`config.mk`:
```
export PLATFORM = sky130hd
export DESIGN_NAME = util_shift_unloader
export DESIGN_NICKNAME = d
export VERILOG_FILES = /design/src/rtl/mm_util_pkg.sv /design/src/rtl/util_sync_fifo.sv /design/src/rtl/util_shift_unloader.sv
export SDC_FILE = /design/constraint.sdc
export NUM_CORES = 1
export LEC_CHECK = 0
export CAP_MARGIN = 25
export CORE_ASPECT_RATIO = 0.9
export CORE_UTILIZATION = 53
export DETAILED_ROUTE_END_ITERATION = 10
export PLACE_DENSITY = 0.74
export REMOVE_ABC_BUFFERS = 1
export SYNTH_ARGS = -nofsm -noshare
export SYNTH_HDL_FRONTEND = slang
export SYNTH_SLANG_ARGS = --single-unit
```
`constraint.sdc`:
```
create_clock -name clk -period 2.85 [get_ports clk]
set_input_delay 0.4275 -clock clk [delete_from_list [all_inputs] [get_ports clk]]
set_output_delay 0.4275 -clock clk [all_outputs]
set_load 0.01 [all_outputs]
```
`src/rtl/mm_util_pkg.sv`:
```
`default_nettype none
// +--------------------------------------------------------------------+
// | mm_util_pkg : shared sizing helpers for utility blocks              |
// | Revision    : 1.0                                                  |
// +--------------------------------------------------------------------+
package mm_util_pkg;

    function automatic int clog2(input int value);
        int r;
        r = 0;
        for (int i = 0; i < 32; i++) begin
            if ((1 << r) < value) begin
                r = r + 1;
            end
        end
        return r;
    endfunction

    // One bit beyond the address lets full and empty be told apart.
    function automatic int fifo_ptr_width(input int depth);
        return clog2(depth) + 1;
    endfunction

endpackage : mm_util_pkg
`default_nettype wire

```
`src/rtl/util_sync_fifo.sv`:
```
`default_nettype none
// +--------------------------------------------------------------------+
// | util_sync_fifo : show-ahead synchronous FIFO, flush clears pointers |
// | Revision       : 1.0                                               |
// +--------------------------------------------------------------------+
module util_sync_fifo
    import mm_util_pkg::*;
#(
    parameter int WIDTH = 64,
    parameter int DEPTH = 4
) (
    input  logic             clk,
    input  logic             rst_n,
    input  logic             flush,
    input  logic             push,
    input  logic             pop,
    input  logic [WIDTH-1:0] din,
    output logic [WIDTH-1:0] dout,
    output logic             full,
    output logic             empty
);

    localparam int c_AW = clog2(DEPTH);
    localparam int c_PW = fifo_ptr_width(DEPTH);

    logic [WIDTH-1:0] r_mem [DEPTH];
    logic [c_PW-1:0]  r_wr_ptr;
    logic [c_PW-1:0]  r_rd_ptr;
    logic             w_do_push;
    logic             w_do_pop;

    assign empty = (r_wr_ptr == r_rd_ptr);
    assign full  = (r_wr_ptr[c_AW-1:0] == r_rd_ptr[c_AW-1:0]) &&
                   (r_wr_ptr[c_AW] != r_rd_ptr[c_AW]);

    // A full FIFO still takes a push when the same cycle frees a slot.
    assign w_do_pop  = pop && !empty;
    assign w_do_push = push && (!full || w_do_pop);

    always_ff @(posedge clk) begin
        if (!rst_n || flush) begin
            r_wr_ptr <= '0;
            r_rd_ptr <= '0;
        end else begin
            if (w_do_push) begin
                r_wr_ptr <= r_wr_ptr + c_PW'(1);
            end
            if (w_do_pop) begin
                r_rd_ptr <= r_rd_ptr + c_PW'(1);
            end
        end
    end

    always_ff @(posedge clk) begin
        if (w_do_push) begin
            r_mem[r_wr_ptr[c_AW-1:0]] <= din;
        end
    end

    // Storage is never reset, so mask it while nothing is held.
    assign dout = empty ? '0 : r_mem[r_rd_ptr[c_AW-1:0]];

endmodule : util_sync_fifo
`default_nettype wire

```
`src/rtl/util_shift_unloader.sv`:
```
`default_nettype none
// +--------------------------------------------------------------------+
// | util_shift_unloader : deskews lane-staggered rows into a row FIFO   |
// | Option  : UTIL_SHIFT_UNLOADER_OVF_CNT_EN adds ovf_count[15:0]       |
// | Revision: 1.0                                                      |
// +--------------------------------------------------------------------+
module util_shift_unloader
    import mm_util_pkg::*;
#(
    parameter int ELEMENT_WIDTH = 16,
    parameter int ELEMENT_COUNT = 4,
    parameter int FIFO_DEPTH    = 4,
    localparam int FULL_WIDTH   = ELEMENT_WIDTH * ELEMENT_COUNT
) (
    input  logic                  clk,
    input  logic                  rst_n,
    input  logic                  flush,
    input  logic                  in_valid,
    input  logic [FULL_WIDTH-1:0] packed_in,
    output logic                  out_valid,
    input  logic                  out_ready,
    output logic [FULL_WIDTH-1:0] packed_out,
`ifdef UTIL_SHIFT_UNLOADER_OVF_CNT_EN
    output logic [15:0]           ovf_count,
`endif
    output logic                  overflow
);

    localparam int c_VSTG = ELEMENT_COUNT - 1;

    logic [FULL_WIDTH-1:0] w_aligned;
    logic [c_VSTG-1:0]     r_vpipe;
    logic                  w_row_done;
    logic                  w_push;
    logic                  w_pop;
    logic                  w_drop;
    logic                  w_full;
    logic                  w_empty;
    logic                  r_overflow;

    // Lane k arrives k cycles late; pad it so every lane lands together.
    for (genvar k = 0; k < ELEMENT_COUNT; k++) begin : g_lane
        localparam int c_DLY = ELEMENT_COUNT - 1 - k;
        if (c_DLY == 0) begin : g_pass
            assign w_aligned[k*ELEMENT_WIDTH +: ELEMENT_WIDTH] =
                packed_in[k*ELEMENT_WIDTH +: ELEMENT_WIDTH];
        end else begin : g_dly
            logic [ELEMENT_WIDTH-1:0] r_sr [c_DLY];
            always_ff @(posedge clk) begin
                r_sr[0] <= packed_in[k*ELEMENT_WIDTH +: ELEMENT_WIDTH];
                for (int i = 1; i < c_DLY; i++) begin
                    r_sr[i] <= r_sr[i-1];
                end
            end
            assign w_aligned[k*ELEMENT_WIDTH +: ELEMENT_WIDTH] = r_sr[c_DLY-1];
        end
    end

    always_ff @(posedge clk) begin
        if (!rst_n || flush) begin
            r_vpipe <= '0;
        end else begin
            r_vpipe[0] <= in_valid;
            for (int i = 1; i < c_VSTG; i++) begin
                r_vpipe[i] <= r_vpipe[i-1];
            end
        end
    end

    assign w_row_done = r_vpipe[c_VSTG-1];
    assign w_push     = w_row_done && !flush;
    assign w_pop      = out_valid && out_ready;
    assign w_drop     = w_push && w_full && !w_pop;

    util_sync_fifo #(
        .WIDTH (FULL_WIDTH),
        .DEPTH (FIFO_DEPTH)
    ) u_fifo (
        .clk   (clk),
        .rst_n (rst_n),
        .flush (flush),
        .push  (w_push),
        .pop   (w_pop),
        .din   (w_aligned),
        .dout  (packed_out),
        .full  (w_full),
        .empty (w_empty)
    );

    assign out_valid = !w_empty;

    always_ff @(posedge clk) begin
        if (!rst_n) begin
            r_overflow <= 1'b0;
        end else if (w_drop) begin
            r_overflow <= 1'b1;
        end
    end

    assign overflow = r_overflow;

`ifdef UTIL_SHIFT_UNLOADER_OVF_CNT_EN
    logic [15:0] r_ovf_count;

    always_ff @(posedge clk) begin
        if (!rst_n) begin
            r_ovf_count <= '0;
        end else if (w_drop && (r_ovf_count != 16'hFFFF)) begin
            r_ovf_count <= r_ovf_count + 16'd1;
        end
    end

    assign ovf_count = r_ovf_count;
`endif

endmodule : util_shift_unloader
`default_nettype wire

```
==> results_dict.tcl <==
set metrics [dict create \
    status "finished clean" \
    die_h_um 145.6 \
    place_congestion 0.8019 \
    vias 5676 \
    p_switching_mw 1.848 \
    path_clk_slew_ns 0.06 \
    fin_ws_ns 0.04113 \
    crit_type "flop to output pin" \
    synth_top_cell_area_share_pct 63.27 \
    power_frac_seq_pct 56.6 \
    setup_violations 0 \
    viasPerCell 5.300 \
    drc 0 \
    fmax_mhz 356.0 \
    ys_ff_latch 364 \
    cp-start-kind "flop" \
    syn_area_sq_mm 0.01215 \
    cp-end-kind "output pin" \
    max_stage_delay_ns 0.51 \
    die_x_um 161.6 \
    yosys-top-cells-area "edfxtp_1 63%, dfxtp_1 18%, mux4_2 12%" \
    power_frac_comb_pct 1.2 \
    final_cell_count_no_fill 1071 \
    finish.instance_area_sq_mm 0.01549 \
    cts.sinks 364 \
    synth.distinct_cells 28 \
    drt_pass1_iterations 4 \
    wl_um 22180 \
    period_minus_slack_ns 2.809 \
    layout_common_cells "256 x edfxtp_1, 112 x clkdlybuf4s50_1, 100 x dfxtp_1" \
    finalHoldViolations 0 \
    path_buf_inv 3 \
    worst_slew_pin_slew_ns 0.9918 \
    syn2layout_area_growth_pct 27.46 \
    grt_max_degree 66 \
    maxCapViolations 0 \
    grt.total_usage_pct 18.85 \
    nFillCells 1397 \
    grt_pass1_wl_um 32950 \
    ant_nets 0 \
    rows 52 \
    start_util_pct 53.97 \
    numCtsBuffers 34 \
    slowest_stage "mux4_2" \
    worst_ep_arrival_time_ns 2.38 \
    clockBufferDepth 3 \
    synth_warnings 0 \
    dp.final_hpwl_um 12430 \
    gr-total-overflow 0 \
    path_cells "buf_12, clkbuf_16, mux4_2, and2b_1, clkdlybuf4s50_1" \
    final_common_cell "edfxtp_1" \
    die_area_sq_mm 0.02354 \
    place_area_sq_mm 0.01402 \
    cts-root-buf "clkbuf_16" \
    hold_slack_ns 0.3255 \
    drive_gt1_share_pct 22.38 \
    p_sw_share_pct 18.15 \
    wl_per_cell_um 20.71 \
    worstPathMaxFanout 7 \
    antenna_found_initial 1 \
    setup_tns_ns 0 \
    utilization_pct 68.80 \
    skew_ns 0.008118 \
    synth-seq-area-share_pct 81.06 \
    pre_cts_slack_ns 0.2419 \
    ir_worst_vdd_uv 517.5 \
    synth_cells 558 \
    synth_area_leader_cell "edfxtp_1" \
    io_pins 135 \
    hold_class "flop to flop" \
    io_buffers 134 \
    drtIter0Drc 443 \
    cts_tree "done" \
    nets 823 \
    cp.required_ns 2.42 \
    finalMaxSlewViolations 0 \
    grt_pass1_vias 5910 \
    cts_hold_buf 0 \
    dp_cells 986 \
    slew_headroom_pct 33.88 \
    clkLatencyLatePin_ns 0.50 \
    core_sq_mm 0.02251 \
    path_delay_family "buffers and inverters" \
    avgSynthCellArea_sq_um 21.77 \
    internal_power_mw 8.336 \
    power.density_mw_per_mm2 657.6 \
    power.total_mw 10.18 \
    htreeDepth 2 \
    pwr-share-clk_pct 42.2 \
    period_share_pct 98.56 \
    power_leakage_nw 5.559 \
]
-- worst paths after layout --
path / from / cells past startpoint / slack (ns) / to
worst max register to register: u_fifo.r_rd_ptr[0] / 4 / 0.63 / u_fifo.r_mem[3][32]
worst min-delay path: g_lane[1].g_dly.r_sr[0][12] / 0 / 0.33 / g_lane[1].g_dly.r_sr[0][28]
worst min register to register: g_lane[1].g_dly.r_sr[0][12] / 0 / 0.33 / g_lane[1].g_dly.r_sr[0][28]
worst max-delay path: flop / 5 / 0.04 / packed_out[32]
-- worst reg2reg max path, stage by stage (launching register included) --
cell and delay, ns:
dfxtp_2 0.40, xor2_4 0.26, buf_4 0.16, o41a_4 0.17, and2_4 0.81
-- layout make-up --
cell class	count	area [sq um]	share of cell area, %
Clock inverter	11	112.6	0.7271
Inverter	3	11.26	0.07271
Sequential cell	364	9869	63.73
Multi-Input combinational cell	170	2257	14.57
Tap cell	297	371.6	2.399
Clock buffer	49	958.4	6.188
Antenna cell	1	2.502	0.01616
Timing Repair Buffer	176	1904	12.30
-- cells by family after synthesis --
logic type	after synthesis	synth area share [%]
adder cells (fa/ha/maj)	5	0.5149
XOR/XNOR	7	0.5046
multiplexers	64	11.86
flip-flops	364	81.06
AO/OA/AOI/OAI	7	0.5251
AND/OR/NAND/NOR	87	4.655
buffers and inverters	24	0.8753
-- what timing repair did --
| action | in CTS | in global routing |
|---|---|---|
| resized for setup | 17 | 27 |
| pin swaps | 3 | 4 |
| endpoints found under the setup margin | 63 | 50 |
| hold endpoints to repair | 0 | 0 |
| setup buffers | 3 | 17 |
| cloned | 1 | 3 |
-- Yosys cell counts (all sizes together) --
cell	count
a21oi	1
and2	7
and2b	30
buf	11
clkbuf	10
dfxtp	108
edfxtp	256
ha	5
inv	3
mux4	64
nand2	2
nand2b	1
nand3	3
nor2	5
nor2b	37
nor3	1
nor4	1
o21ai	2
o311ai	1
o31ai	2
o41a	1
xnor2	2
xor2	5
-- power by group through the flow --
| stage | logic, mW | clock network, mW | registers [mW] |
|---|---|---|---|
| finish | 0.120 | 4.30 | 5.77 |
| global route | 0.128 | 4.59 | 5.77 |
| CTS | 0.121 | 4.40 | 5.77 |
| detailed placement | 0.119 | 0 | 5.88 |
| global placement | 0.116 | 0 | 5.87 |
| floorplan | 0.00861 | 0 | 5.87 |
-- state kept, by name, summed over array words and instances, names as in the netlist, named ones only --
signal,flops
g_lane.g_dly.r_sr,96
u_fifo.r_wr_ptr,3
u_fifo.r_rd_ptr,3
r_vpipe,3
overflow,1
u_fifo.r_mem,256
-- routing by layer --
layer,vias up,routed length [um],track usage (%)
li1,2545,-,-
met5,-,0,0
met2,212,10970,31.14
met3,27,1519,5.244
met1,2892,9369,25.06
met4,0,315,4.434
Note: power is estimated with default switching activity, not from simulation.
